File: src/rtl/write_req_pkg.sv
// write_req_pkg: shared widths, write beat type and a round-robin pick helper
//   ADDR_W/DATA_W : WriteReq address/data widths
//   write_beat_t  : one address+data beat
//   rr_pick       : {found, idx} of first valid bit scanning ptr, ptr+1, ... modulo n
package write_req_pkg;
    localparam int ADDR_W = 32;
    localparam int DATA_W = 8;
    typedef struct packed {
        logic [ADDR_W-1:0] address;
        logic [DATA_W-1:0] data;
    } write_beat_t;
    function automatic logic [4:0] rr_pick(input logic [15:0] valid, input logic [3:0] ptr, input int n);
        logic [4:0] r;
        int k;
        r = '0;
        for (int s = n - 1; s >= 0; s--) begin
            k = (int'(ptr) + s) % n;
            if (valid[k]) r = {1'b1, 4'(k)};
        end
        return r;
    endfunction
endpackage

File: src/rtl/rr_priority_picker.sv
// rr_priority_picker: combinational round-robin pick over N requests
//   valid : request vector
//   ptr   : highest-priority index
//   grant : one-hot of the picked request (zero when none valid)
//   idx   : picked index (ptr when none valid)
//   found : any request valid
module rr_priority_picker #(
    parameter int N = 4,
    localparam int PW = (N > 1) ? $clog2(N) : 1
) (
    input  logic [N-1:0]  valid,
    input  logic [PW-1:0] ptr,
    output logic [N-1:0]  grant,
    output logic [PW-1:0] idx,
    output logic          found
);
    logic [N-1:0] w_rot;
    logic [PW:0]  w_off;
    logic [PW:0]  w_sum;
    always_comb begin
        // rotating the doubled vector puts ptr at bit 0, so a plain LSB-first encode gives the offset
        w_rot = N'({valid, valid} >> ptr);
        w_off = '0;
        for (int i = N - 1; i >= 0; i--) if (w_rot[i]) w_off = (PW+1)'(i);
        w_sum = {1'b0, ptr} + w_off;
        idx   = (w_sum >= (PW+1)'(N)) ? PW'(w_sum - (PW+1)'(N)) : w_sum[PW-1:0];
        found = |valid;
        grant = found ? (N'(1) << idx) : '0;
    end
endmodule

File: src/rtl/write_req_arbiter.sv
// write_req_arbiter: round-robin arbiter sharing one registered WriteReq output among NUM_REQ sources
//   CLK, RST          : clock, synchronous active-high reset
//   in_valid/address/data : per-requester beat, requester k at slice k
//   in_ready          : one-hot accept of the picked requester
//   req_out_*         : WriteReq.master drive (address, data, valid)
//   out_ready         : consumer accepts req_out this cycle
//   grant_id          : requester index of the beat on req_out
//   Optional: define WRITE_ARB_BURST_LOCK_EN to keep priority on a requester for up to MAX_BURST beats
module write_req_arbiter
    import write_req_pkg::*;
#(
    parameter int NUM_REQ   = 4,
    parameter int MAX_BURST = 4,
    localparam int GW = (NUM_REQ > 1) ? $clog2(NUM_REQ) : 1
) (
    input  logic                      CLK,
    input  logic                      RST,
    input  logic [NUM_REQ-1:0]        in_valid,
    input  logic [NUM_REQ*ADDR_W-1:0] in_address,
    input  logic [NUM_REQ*DATA_W-1:0] in_data,
    output logic [NUM_REQ-1:0]        in_ready,
    output logic [ADDR_W-1:0]         req_out_address,
    output logic [DATA_W-1:0]         req_out_data,
    output logic                      req_out_valid,
    input  logic                      out_ready,
    output logic [GW-1:0]             grant_id
);
    if (NUM_REQ < 1 || NUM_REQ > 16 || MAX_BURST < 1) begin : g_bad_cfg
        $error("write_req_arbiter: illegal NUM_REQ or MAX_BURST");
    end
    logic [NUM_REQ-1:0] w_grant;
    logic [GW-1:0]      w_idx;
    logic [GW-1:0]      w_idx_inc;
    logic [GW-1:0]      w_ptr_nxt;
    logic               w_found;
    logic               w_slot_free;
    logic               w_accept;
    write_beat_t        w_beat_in;
    write_beat_t        r_beat;
    logic               r_valid;
    logic [GW-1:0]      r_gid;
    logic [GW-1:0]      r_ptr;
    rr_priority_picker #(.N(NUM_REQ)) u_pick (
        .valid (in_valid),
        .ptr   (r_ptr),
        .grant (w_grant),
        .idx   (w_idx),
        .found (w_found)
    );
    always_comb begin
        w_slot_free       = !r_valid || out_ready;
        w_accept          = !RST && w_slot_free && w_found;
        in_ready          = w_accept ? w_grant : '0;
        w_beat_in.address = in_address[w_idx * ADDR_W +: ADDR_W];
        w_beat_in.data    = in_data[w_idx * DATA_W +: DATA_W];
        w_idx_inc         = (int'(w_idx) == NUM_REQ - 1) ? '0 : w_idx + GW'(1);
    end
`ifdef WRITE_ARB_BURST_LOCK_EN
    localparam int BW = $clog2(MAX_BURST + 1);
    logic [BW-1:0] r_burst;
    logic [BW-1:0] w_burst_nxt;
    logic [BW-1:0] w_cnt_eff;
    logic          w_lock;
    always_comb begin
        w_ptr_nxt   = r_ptr;
        w_burst_nxt = r_burst;
        w_lock      = 1'b0;
        // a grant to someone other than the lock owner starts a fresh burst
        w_cnt_eff   = (w_idx == r_ptr) ? r_burst : '0;
        if (w_accept) begin
            w_lock      = int'(w_cnt_eff) < MAX_BURST - 1;
            w_ptr_nxt   = w_lock ? w_idx : w_idx_inc;
            w_burst_nxt = w_lock ? w_cnt_eff + BW'(1) : '0;
        end else if (r_burst != '0 && !in_valid[r_ptr]) begin
            w_ptr_nxt   = (int'(r_ptr) == NUM_REQ - 1) ? '0 : r_ptr + GW'(1);
            w_burst_nxt = '0;
        end
    end
    always_ff @(posedge CLK) begin
        if (RST) r_burst <= '0;
        else     r_burst <= w_burst_nxt;
    end
`else
    assign w_ptr_nxt = w_accept ? w_idx_inc : r_ptr;
`endif
    always_ff @(posedge CLK) begin
        if (RST) begin
            r_valid <= 1'b0;
            r_beat  <= '0;
            r_gid   <= '0;
            r_ptr   <= '0;
        end else begin
            r_ptr <= w_ptr_nxt;
            if (w_accept) begin
                r_valid <= 1'b1;
                r_beat  <= w_beat_in;
                r_gid   <= w_idx;
            end else if (out_ready) begin
                r_valid <= 1'b0;
            end
        end
    end
    assign req_out_address = r_beat.address;
    assign req_out_data    = r_beat.data;
    assign req_out_valid   = r_valid;
    assign grant_id        = r_gid;
endmodule

File: config.mk
export PLATFORM = sky130hd
export DESIGN_NAME = write_req_arbiter
export DESIGN_NICKNAME = d
export VERILOG_FILES = /design/src/rtl/write_req_pkg.sv /design/src/rtl/rr_priority_picker.sv /design/src/rtl/write_req_arbiter.sv
export SDC_FILE = /design/constraint.sdc
export NUM_CORES = 1
export LEC_CHECK = 0
export CORE_UTILIZATION = 43
export CTS_BUF_LIST = sky130_fd_sc_hd__clkbuf_4 sky130_fd_sc_hd__clkbuf_8 sky130_fd_sc_hd__clkbuf_16
export DETAILED_ROUTE_END_ITERATION = 12
export GPL_ROUTABILITY_DRIVEN = 0
export PLACE_DENSITY = 0.95
export SLEW_MARGIN = 20
export SYNTH_ARGS = -nofsm -noshare
export SYNTH_HDL_FRONTEND = slang
export SYNTH_SLANG_ARGS = --single-unit
File: constraint.sdc
create_clock -name CLK -period 5.7 [get_ports CLK]
set_input_delay 0.57 -clock CLK [delete_from_list [all_inputs] [get_ports CLK]]
set_output_delay 0.57 -clock CLK [all_outputs]
set_load 0.02 [all_outputs]
### Yosys cells after proc, flatten, opt, wreduce, memory -nomap -nowiden

Index checks and enable logic that the tools add are counted.

| word-level totals | value |
|---|---|
| register bits | 45 |
| output and inout port bits | 47 |
| word-level logic and storage cells | 31 |

| cells by class | value |
|---|---|
| add/subtract/negate cells | 3 |
| order comparisons | 1 |
| eq/ne operators | 1 |
| shift-type cells | 4 |
| multiplexer cells | 10 |
| reductions and logical operators | 7 |

Operators with widths:

| cell | number |
|---|---|
| 128-bit by 8-bit indexed part select with 32-bit output | 1 |
| 32-bit by 6-bit indexed part select with 8-bit output | 1 |
| 2-bit two-way mux | 6 |
| 4-bit two-way mux | 2 |
| 8-bit by 2-bit >> shifter with 4-bit output | 1 |
| 4-bit OR reduction | 1 |
| 1-bit by 2-bit << shifter with 4-bit output (first input constant) | 1 |
| 2-bit by 2-bit adder with 3-bit output | 1 |
| 3-bit greater-or-equal comparator (second input constant) | 1 |
| 2-bit by 1-bit adder with 2-bit output (second input constant) | 1 |
| 2-bit by 1-bit equality test with 1-bit output (second input constant) | 1 |
| 1-bit logical AND | 2 |
| 1-bit zero test | 2 |
| 1-bit two-way mux | 2 |
| 2-bit nonzero test | 1 |
| 2-bit by 1-bit subtractor with 2-bit output (second input constant) | 1 |
| 1-bit logical OR | 1 |

### Longest topological paths before layout

Gate-level depths: netlist (run 1).

| depth | value |
|---|---|
| depth in word-level cells | 11 |
| gate-level depth with buffers | 13 |
| gate-level depth less buffers | 12 |

### Modules after synthesis

Synthesis (run 1) repeated with hierarchy kept, for this count alone.

| unflattened totals | value |
|---|---|
| cells, all modules | 204 |
| area total of the unflattened synthesis | 2708.8 µm² |

By module, submodules not included:

| module | instances | cells an instance | area each (µm²) |
|---|---|---|---|
| write_req_arbiter | 1 | 167 | 2418.6 |
| rr_priority_picker | 1 | 37 | 290.3 |

### Worst setup path after synthesis (run 1)

Ideal clock, no wire load.

| timing | value |
|---|---|
| path kind | input-to-output |
| start | in in_valid[0] |
| end | out in_ready[1] |
| arrival | 2.924 ns |
| data required time | 5.130 ns |
| path slack | 2.206 ns |
| cell stages on the path | 9 |
| buffers on the path | 3 |
| cell sequence | buf_6 nor2_1 a221oi_1 a31oi_1 a211o_1 ha_1 buf_2 clkbuf_1 nor4b_1 |

| on the way | value |
|---|---|
| word-level cells in the longest chain between the ends | 11 |
| elaborated cells between the ends (all ways) | 14 |
| classes of those cells | 2 x add/sub; 1 x order compare; 2 x shift; 7 x mux; 2 x reduce/logical |

RTL lines:

| what | line | RTL |
|---|---|---|
| from (decl) | write_req_arbiter.sv:18 | `input logic [NUM_REQ-1:0] in_valid,` |
| 8-bit by 2-bit >> shifter with 4-bit output * | rr_priority_picker.sv:22 | `w_rot = N'({valid, valid} >> ptr);` |
| 2-bit two-way mux (3 in a row) | rr_priority_picker.sv:24 | `for (int i = N - 1; i >= 0; i--) if (w_rot[i]) w_off = (PW+1)'(i);` |
| 2-bit two-way mux * | rr_priority_picker.sv:24 |  |
| 2-bit by 2-bit adder with 3-bit output * | rr_priority_picker.sv:25 | `w_sum = {1'b0, ptr} + w_off;` |
| 3-bit greater-or-equal comparator or 2-bit by 1-bit subtractor with 2-bit output (tied branches) | rr_priority_picker.sv:26 | `idx = (w_sum >= (PW+1)'(N)) ? PW'(w_sum - (PW+1)'(N)) : w_sum[PW-1:0];` |
| 2-bit two-way mux * | rr_priority_picker.sv:26 |  |
| named net u_pick.idx[0] | rr_priority_picker.sv:14 | `output logic [PW-1:0] idx,` |
| 1-bit by 2-bit << shifter with 4-bit output * | rr_priority_picker.sv:28 | `grant = found ? (N'(1) << idx) : '0;` |
| 4-bit two-way mux * | rr_priority_picker.sv:28 |  |
| 4-bit two-way mux * | write_req_arbiter.sv:53 | `in_ready = w_accept ? w_grant : '0;` |
| to (decl) | write_req_arbiter.sv:21 | `output logic [NUM_REQ-1:0] in_ready,` |

The timed path passes the listed nets; every way through them passes the cells marked *.

### Worst setup path in the final report (run 1)

| timing | value |
|---|---|
| start | in in_valid[0] |
| end | out in_ready[3] |

| on the way | value |
|---|---|
| word-level cells in the longest chain between the ends | 11 |
| elaborated cells between the ends (all ways) | 14 |
| classes of those cells | 2 x add/sub; 1 x order compare; 2 x shift; 7 x mux; 2 x reduce/logical |

RTL lines:

| what | line |
|---|---|
| 8-bit by 2-bit >> shifter with 4-bit output | rr_priority_picker.sv:22 |
| 2-bit two-way mux (4 in a row) | rr_priority_picker.sv:24 |
| 2-bit by 2-bit adder with 3-bit output | rr_priority_picker.sv:25 |
| 3-bit greater-or-equal comparator or 2-bit by 1-bit subtractor with 2-bit output (tied branches) | rr_priority_picker.sv:26 |
| 2-bit two-way mux | rr_priority_picker.sv:26 |
| 1-bit by 2-bit << shifter with 4-bit output | rr_priority_picker.sv:28 |
| 4-bit two-way mux | rr_priority_picker.sv:28 |
| 4-bit two-way mux * | write_req_arbiter.sv:53 |

Mark *: on every way between the ends. The rest lies on a longest branch, timed or not.

==> flow_metrics.py, run 1 <==
metrics = {
    "outcome": {
        "status": "complete, no violations",
    },
    "worst_hold_path": {
        "hold_class": "flop to flop",
        "min-delay-start": "req_out_data[2]$_SDFFE_PP0P_",
        "hold-path-endpoint": "req_out_data[2]$_SDFFE_PP0P_",
        "hold_depth": 1,
    },
    "synthesis": {
        "syn-num-nets": 603,
        "synth_top_family_by_area": "compound AO/OA/AOI/OAI gates",
        "muxShareOfSynthArea_pct": 23.2,
        "synthSimpleGateAreaFrac_pct": 10.6,
        "synth_area_sq_um": 3920,
        "synth-edff-count": 0,
        "synthAdderAreaFrac_pct": 0.638,
        "syn_inst": 434,
        "async_flop_share_pct": 0,
        "synth_ff_type": "dfxtp_1",
        "synthXorXnorAreaFrac_pct": 0.638,
        "ys_types": 39,
        "ys_seq_elements": 45,
        "yosysWarnings": 0,
        "synth_compound_area_share_pct": 32.8,
        "ys_seq_area_share_pct": 23.0,
        "postSynthAreaPerCell_sq_um": 9.04,
    },
    "sta": {
        "final.period_utilization_pct": 77.7,
        "fin_skew_ns": 0.0154,
        "fin_tns_setup_ns": 0,
        "setup_viol": 0,
        "fmax_ghz": 0.226,
        "min_period_ns": 4.43,
        "rsz0062_at_grt": "no",
        "relSlewSlack_pct": 34.1,
        "timing.final.ws_setup_ns": 1.27,
        "holdWs_ns": 0.484,
        "tightest_slew_ns": 0.988,
        "hold_viol_final": 0,
        "maxSlewViolCount": 0,
    },
    "grt": {
        "grt_max_degree": 50,
        "grt_pass1_vias": 4350,
        "grt_first_pass_wirelength_um": 20200,
        "grt_overflow": 0,
        "gr-usage-all-layers_pct": 25.4,
        "antenna_found_initial": 0,
    },
    "floorplanning": {
        "die_h_um": 97.5,
        "ioPinCount": 214,
        "dieArea_sq_um": 9510,
        "rows": 34,
        "die_w_um": 97.5,
        "start_util_pct": 44.7,
        "core-area_sq_um": 8760,
    },
    "routing": {
        "wl_met3_um": 1030,
        "met1_length_um": 4660,
        "drt-total-wl_um": 12500,
        "met2_length_um": 6580,
        "first_iter_violations": 214,
        "drtPass1Iterations": 5,
        "viasPerCell": 6.11,
        "wire_per_inst_um": 17.4,
        "top_layer": "met4",
        "route.detailed.drc": 0,
        "drt.antenna.violating_nets": 0,
        "num_vias": 4396,
    },
    "cts": {
        "cts_hold_buf": 0,
        "cts_sinks": 45,
        "cts.clk_slew.worst_paths_ns": 0.08,
        "cts_setup_buffers": 0,
        "cts_buffer_depth": 2,
        "cts-htree-levels": 2,
        "clk_latency_ns": 0.30,
        "clockRootBuffer": "clkbuf_8",
        "cts_made_buffers": 5,
        "cts.repair.resized": 0,
        "tritoncts": "yes",
    },
    "finish": {
        "nNetsFinal": 779,
        "antenna_cells": 0,
        "fill_cells": 677,
        "drive_gt1_share_pct": 17.3,
        "area_growth_pct": 53.3,
    },
    "critical_path": {
        "critPathKind": "input port to output port",
        "r2r_setup_slack_ns": 2.04,
        "path_max_fanout": 9,
        "critPathCaptureType": "output port",
        "crit_required_ns": 5.13,
        "r2r-end": "req_out_address[19]$_SDFFE_PP0P_",
        "cp_data_arrival_time_ns": 3.86,
        "regToRegStartpoint": "r_ptr[0]$_SDFFE_PP0P_",
        "r2r_cells": 10,
        "cp-start-kind": "input port",
    },
    "placed_design": {
        "portBuffers": 213,
        "pre_cts_ws_ns": 1.32,
        "dpl.hpwl_um": 9220,
    },
    "flow_run": {
        "cap_violations": 0,
    },
    "power_and_ir_drop": {
        "p_int_uw": 1680,
        "p_leak_uw": 0.00226,
        "power_frac_comb_pct": 74.3,
        "p_per_area_nw_per_um2": 488,
        "swShare_pct": 42.8,
        "power_frac_seq_pct": 19.0,
        "ir_drop_mv": 0.309,
        "switching_power_uw": 1260,
        "p_clk_share_pct": 6.7,
    },
}
-- cell families (layout without fill, tap and decap cells) --
kind of cell / Yosys count / count (layout)
AOI/OAI and AO/OA: 177 / 177
muxes: 81 / 81
and+or+nand+nor: 74 / 74
buffers and inverters: 53 / 230
DFF: 45 / 45
adders and majority gates: 2 / 2
xor gates and xnor gates: 2 / 2
-- critical path, cell delays in order --
cell and delay, ns:
clkdlybuf4s50_1 0.74, nor2_1 0.08, a221oi_1 0.31, a31oi_1 0.08, a211o_1 0.33, ha_4 0.18
xor2_1 0.32, nand3_1 0.19, nand2_1 0.15, ha_1 0.17, inv_1 0.04, nor2_1 0.10
clkdlybuf4s50_1 0.60
-- flip-flops by register name, indices dropped and copies added, names as in the netlist --
register         cells
grant_id             2
req_out_address     32
r_ptr                2
req_out_valid        1
req_out_data         8
-- per-layer routing --
metal  GRT usage (%)  up-vias
met5               0        -
met4            10.7        0
li1                -     2069
met1            26.7     2073
met3            6.12       29
met2            47.8      225
-- stage by stage --
step	std cells	util, %	area [sq um]	total power [uW]
after floorplan	434	-	3920	2140
after global placement	711	67.6	5920	2650
after detailed placement	711	67.6	5920	2730
after CTS	719	68.6	6010	2930
after global routing	719	68.6	6010	3140
final	719	68.6	6010	2930
-- Yosys cell counts (2+ instances only) --
master | number | area [sq um]
nor4_1 | 2 | 12.5
dfxtp_1 | 45 | 901
nand2_1 | 4 | 15.0
nor2_1 | 13 | 48.8
nor2b_1 | 5 | 31.3
buf_2 | 17 | 85.1
ha_1 | 2 | 25.0
mux2_2 | 80 | 901
o21ai_1 | 27 | 135
nor4_4 | 3 | 63.8
a22oi_1 | 80 | 601
buf_6 | 18 | 203
or3_1 | 2 | 12.5
a22o_1 | 40 | 350
a21oi_1 | 3 | 15.0
clkbuf_1 | 15 | 56.3
nand3_1 | 41 | 205
o21ai_0 | 16 | 80.1
-- cell usage in the layout, fill, tap and decap left out, drive strengths merged, types with 4 or more instances in the layout --
cell type | synthesis | layout
a22o | 40 | 40
a22oi | 80 | 80
buf | 36 | 8
clkbuf | 16 | 5
clkdlybuf4s50 | 0 | 213
dfxtp | 45 | 45
mux2 | 80 | 80
nand2 | 4 | 4
nand3 | 41 | 41
nor2 | 13 | 13
nor2b | 5 | 5
nor4 | 5 | 5
o21ai | 43 | 43
-- final cells by class --
cell class,count,area [sq um],share of cell area (%)
clock buffers,5,68.8,1.14
clock inverters,3,17.5,0.291
inverters,1,3.75,0.0624
multi-input cells,336,2690,44.8
flip-flops and latches,45,901,15.0
well taps,108,135,2.25
repair buffers,221,2190,36.5
-- power groups by stage --
stage          Sequential, uW  Combinational, uW  Clock (uW)
6_report                  558               2180         197
5_1_grt                   573               2350         213
4_1_cts                   555               2180         199
3_5_place_dp              561               2170           0
3_3_place_gp              552               2100           0
2_1_floorplan             700               1440           0
-- worst max-delay path by stage --
| stage | startpoint | endpoint | slack (ns) |
|---|---|---|---|
| after floorplan | in_valid[0] | in_ready[1] | 2.21 |
| after global placement | in_valid[0] | in_ready[3] | 1.44 |
| after detailed placement | in_valid[0] | in_ready[3] | 1.32 |
| after CTS | in_valid[0] | in_ready[3] | 1.30 |
| after global routing | in_valid[2] | in_ready[3] | 1.03 |
| final | in_valid[0] | in_ready[3] | 1.27 |
(Power assumes the default switching activity.)
==> run 2: changes to the inputs <==
- CORE_UTILIZATION: 43 -> 36
- PLACE_DENSITY: 0.95 -> 0.88
- clock period: 5.7 -> 3.9 ns (I/O delays scaled with it)
==> flow_metrics.py, run 2 (synthesis results as in run 1) <==
metrics = {
    "outcome": {
        "status": "complete, no violations",
    },
    "routing": {
        "drt.antenna.violating_nets": 0,
        "wire_per_inst_um": 16.7,
        "route.detailed.drc": 0,
        "drt-total-wl_um": 12600,
        "num_vias": 4384,
        "drtPass1Iterations": 5,
        "viasPerCell": 5.81,
        "first_iter_violations": 264,
    },
    "cts": {
        "cts_sinks": 45,
        "clk_latency_ns": 0.29,
        "cts_made_buffers": 5,
        "cts.clk_slew.worst_paths_ns": 0.08,
        "cts_buffer_depth": 2,
        "tritoncts": "yes",
        "clockRootBuffer": "clkbuf_8",
        "cts_setup_buffers": 0,
        "cts-htree-levels": 2,
    },
    "floorplanning": {
        "die_h_um": 106,
        "die_w_um": 106,
        "ioPinCount": 214,
        "start_util_pct": 37.5,
        "rows": 37,
        "dieArea_sq_um": 11300,
        "core-area_sq_um": 10500,
    },
    "finish": {
        "seq_area_sq_um": 902,
        "area_growth_pct": 55.9,
        "fill_cells": 935,
        "final_cell_mix": "212 x clkdlybuf4s50_1, 80 x mux2_2, 80 x a22oi_1",
        "final_common_cell": "clkdlybuf4s50_1",
        "multi_input_area_sq_um": 2690,
        "antenna_cells": 0,
        "largest_register_ffs": 32,
        "nNetsFinal": 787,
        "drive_gt1_share_pct": 18.4,
    },
    "sta": {
        "min_period_ns": 3.72,
        "final.period_utilization_pct": 95.5,
        "tightest_slew_ns": 0.690,
        "maxSlewViolCount": 0,
        "fin_skew_ns": 0.0102,
        "relSlewSlack_pct": 53.9,
        "fin_tns_setup_ns": 0,
        "hold_viol_final": 0,
        "setup_viol": 0,
        "rsz0062_at_grt": "no",
        "fmax_ghz": 0.269,
    },
    "critical_path": {
        "cp_data_arrival_time_ns": 3.33,
        "path_max_fanout": 8,
        "crit_required_ns": 3.51,
        "cp-start-kind": "input port",
        "critPathCaptureType": "output port",
        "critPathKind": "input port to output port",
    },
    "grt": {
        "grt_max_degree": 50,
        "grt_pass1_vias": 4171,
        "antenna_found_initial": 0,
        "grt_first_pass_wirelength_um": 19700,
        "gr-usage-all-layers_pct": 21.0,
        "grt_overflow": 0,
    },
    "power_and_ir_drop": {
        "p_per_area_nw_per_um2": 704,
        "p_leak_uw": 0.00231,
        "ir_drop_mv": 0.529,
        "power_uw": 4300,
    },
    "flow_run": {
        "cap_violations": 0,
    },
    "placed_design": {
        "dpl.hpwl_um": 9730,
        "portBuffers": 213,
    },
    "worst_hold_path": {
        "hold_class": "flop to flop",
    },
}
[run 2: changes by cell type in the layout (fill, tap and decap cells not counted), sizes merged]
cell           previous run  this run
buf                       8        16
clkbuf                    5         6
clkdlybuf4s50           213       212
clkinv                    2         0
dlymetal6s2s              0         1
[run 2: metal layers]
| metal | vias to the layer above | routed length (um) | GRT usage [%] |
|---|---|---|---|
| met1 | 2054 | 4900 | 23.8 |
| met3 | 32 | 1020 | 5.03 |
| met5 | - | 0 | 0 |
| met4 | 0 | 320 | 6.75 |
| met2 | 222 | 6350 | 38.2 |
| li1 | 2076 | - | - |
[run 2: stage by stage]
stage	util (%)	hold WS [ns]	std cells	setup WS, ns	instance area [sq um]
after floorplan	-	0.569	434	0.766	3920
after global placement	57.5	0.460	747	0.222	6020
after detailed placement	57.5	0.468	747	0.119	6020
after CTS	58.4	0.488	754	0.100	6110
after global routing	58.4	0.501	754	0.0198	6110
final	58.4	0.482	754	0.177	6110
[run 2: final timing paths]
path                               startpoint                                to  slack, ns  cells after the start
max reg2reg             r_ptr[0]$_SDFFE_PP0P_  req_out_address[21]$_SDFFE_PP0P_       0.79                     10
max                               in_valid[2]                       in_ready[3]       0.18                     12
min reg2reg  req_out_address[26]$_SDFFE_PP0P_  req_out_address[26]$_SDFFE_PP0P_       0.48                      1
min          req_out_address[26]$_SDFFE_PP0P_  req_out_address[26]$_SDFFE_PP0P_       0.48                      1
[run 2: layout make-up]
| cell class | count | share of cell area [%] |
|---|---|---|
| clock inverters | 1 | 0.123 |
| repair buffers | 229 | 36.9 |
| multi-input cells | 336 | 44.0 |
| flip-flops and latches | 45 | 14.8 |
| inverters | 1 | 0.0614 |
| clock buffers | 6 | 1.35 |
| well taps | 136 | 2.78 |
[run 2: worst max-delay path, cell delays in order]
cell,delay [ns]
clkdlybuf4s50_1,0.57
a221oi_1,0.34
a31oi_1,0.08
a211o_1,0.34
ha_4,0.18
xnor2_2,0.22
o21ai_0,0.20
nand2_1,0.10
ha_1,0.17
inv_1,0.05
nor2_1,0.09
clkdlybuf4s50_1,0.60
[run 2: repair_timing]
| action | 4_1_cts | 5_1_grt |
|---|---|---|
| hold endpoints to repair | 0 | 0 |
| hold buffers | 0 | 0 |
| gates resized for setup | 0 | 2 |
| setup endpoints to repair | 0 | 2 |
[run 2: where the power goes]
part | switching (uW) | leakage [uW] | internal [uW]
logic | 1520 | 0.00189 | 1670
registers | 140 | 0.000377 | 678
clock network | 154 | 0.0000433 | 140
==> run 3: changes to the inputs <==
- CORE_MARGIN: default -> 4
==> flow_metrics.py, run 3 (synthesis results as in run 1) <==
metrics = {
    "sta": {
        "min_period_ns": 3.73,
        "rsz0062_at_grt": "no",
        "relSlewSlack_pct": 55.8,
        "tightest_slew_ns": 0.662,
        "fmax_ghz": 0.268,
        "fin_tns_setup_ns": 0,
        "final.period_utilization_pct": 95.7,
        "setup_viol": 0,
        "maxSlewViolCount": 0,
        "fin_skew_ns": 0.00787,
        "hold_viol_final": 0,
    },
    "flow_run": {
        "cap_violations": 0,
    },
    "grt": {
        "grt_first_pass_wirelength_um": 21300,
        "grt_max_degree": 81,
        "grt_overflow": 0,
        "gr-usage-all-layers_pct": 19.8,
        "antenna_found_initial": 0,
        "grt_pass1_vias": 4453,
    },
    "placed_design": {
        "placed_cells": 746,
        "dpl.hpwl_um": 10200,
        "portBuffers": 213,
    },
    "floorplanning": {
        "die_w_um": 112,
        "dieArea_sq_um": 12600,
        "die_h_um": 112,
        "ioPinCount": 214,
        "rows": 37,
        "core-area_sq_um": 10500,
        "start_util_pct": 37.5,
    },
    "cts": {
        "tritoncts": "yes",
        "cts.clk_slew.worst_paths_ns": 0.08,
        "cts_buffer_depth": 2,
        "clockRootBuffer": "clkbuf_8",
        "cts-htree-levels": 2,
        "clk_latency_ns": 0.29,
        "cts_made_buffers": 5,
        "cts_sinks": 45,
    },
    "finish": {
        "final_common_cell": "clkdlybuf4s50_1",
        "final_cell_mix": "212 x clkdlybuf4s50_1, 80 x mux2_2, 80 x a22oi_1",
        "largest_register_ffs": 32,
        "nNetsFinal": 786,
        "drive_gt1_share_pct": 18.6,
        "fin_cells": 754,
        "antenna_cells": 0,
        "area_growth_pct": 57.0,
    },
    "critical_path": {
        "critPathKind": "input port to output port",
        "cp_data_arrival_time_ns": 3.34,
        "critPathCaptureType": "output port",
        "path_max_fanout": 8,
        "cp-start-kind": "input port",
        "crit_required_ns": 3.51,
    },
    "routing": {
        "route.detailed.drc": 0,
        "first_iter_violations": 256,
        "viasPerCell": 5.76,
        "drt.antenna.violating_nets": 0,
        "drtPass1Iterations": 4,
        "num_vias": 4342,
        "wire_per_inst_um": 17.8,
        "drt-total-wl_um": 13400,
    },
    "power_and_ir_drop": {
        "p_per_area_nw_per_um2": 715,
        "ir_drop_mv": 0.414,
        "p_leak_uw": 0.00233,
    },
    "outcome": {
        "status": "complete, no violations",
    },
    "worst_hold_path": {
        "hold_class": "flop to flop",
    },
}
run 3: changes by cell type in the layout (fill, tap and decap cells not counted), sizes merged:
cell,previous run,this run
clkbuf,6,7
buf,16,15
clkinvlp,1,0
bufinv,0,1
run 3: area by class of cell:
type,count,area (sq um)
well taps,136,170
flip-flops and latches,45,902
multi-input cells,336,2700
clock inverters,1,30.0
inverters,1,3.75
repair buffers,228,2260
fillers,896,4310
clock buffers,7,90.1
run 3: routing by layer:
layer  track usage, %  wire length [um]
met1             22.0              5170
met5                0                 0
met3             5.18              1130
met2             37.1              6960
met4             5.29               171
run 3: where the power goes:
| group | internal, uW | total, uW | switching, uW |
|---|---|---|---|
| registers | 678 | 819 | 141 |
| logic | 1680 | 3210 | 1530 |
| clock network | 216 | 374 | 157 |
run 3: stage by stage:
stage	setup WS, ns	power, uW	hold slack, ns	area [sq um]	utilization (%)
after floorplan	0.766	3120	0.569	3920	-
after global placement	0.220	3900	0.460	6020	57.6
after detailed placement	0.0467	4030	0.463	6020	57.6
after CTS	0.0470	4420	0.488	6140	58.7
after global routing	0.0574	4720	0.498	6150	58.8
final	0.168	4400	0.482	6150	58.8
run 3: worst max-delay path, stage by stage:
cell             delay (ns)
clkdlybuf4s50_1        0.59
a221oi_2               0.33
a31oi_1                0.07
a211o_1                0.32
ha_4                   0.18
xnor2_2                0.22
o21ai_0                0.23
nand2_1                0.11
ha_1                   0.16
inv_1                  0.04
nor2_1                 0.09
clkdlybuf4s50_1        0.60
run 3: repair_timing:
action | CTS | global route
setup buffers | 0 | 0
resized for setup | 0 | 3
hold buffers | 0 | 0
setup endpoints to repair | 0 | 3
run 3: final timing paths:
kind                                                       from  depth (start not counted)  slack, ns                               end
worst min register to register  req_out_address[0]$_SDFFE_PP0P_                          1       0.48   req_out_address[0]$_SDFFE_PP0P_
worst max-delay path                                in_valid[2]                         12       0.17                       in_ready[3]
worst min-delay path            req_out_address[0]$_SDFFE_PP0P_                          1       0.48   req_out_address[0]$_SDFFE_PP0P_
worst max register to register            r_ptr[0]$_SDFFE_PP0P_                         10       0.78  req_out_address[22]$_SDFFE_PP0P_
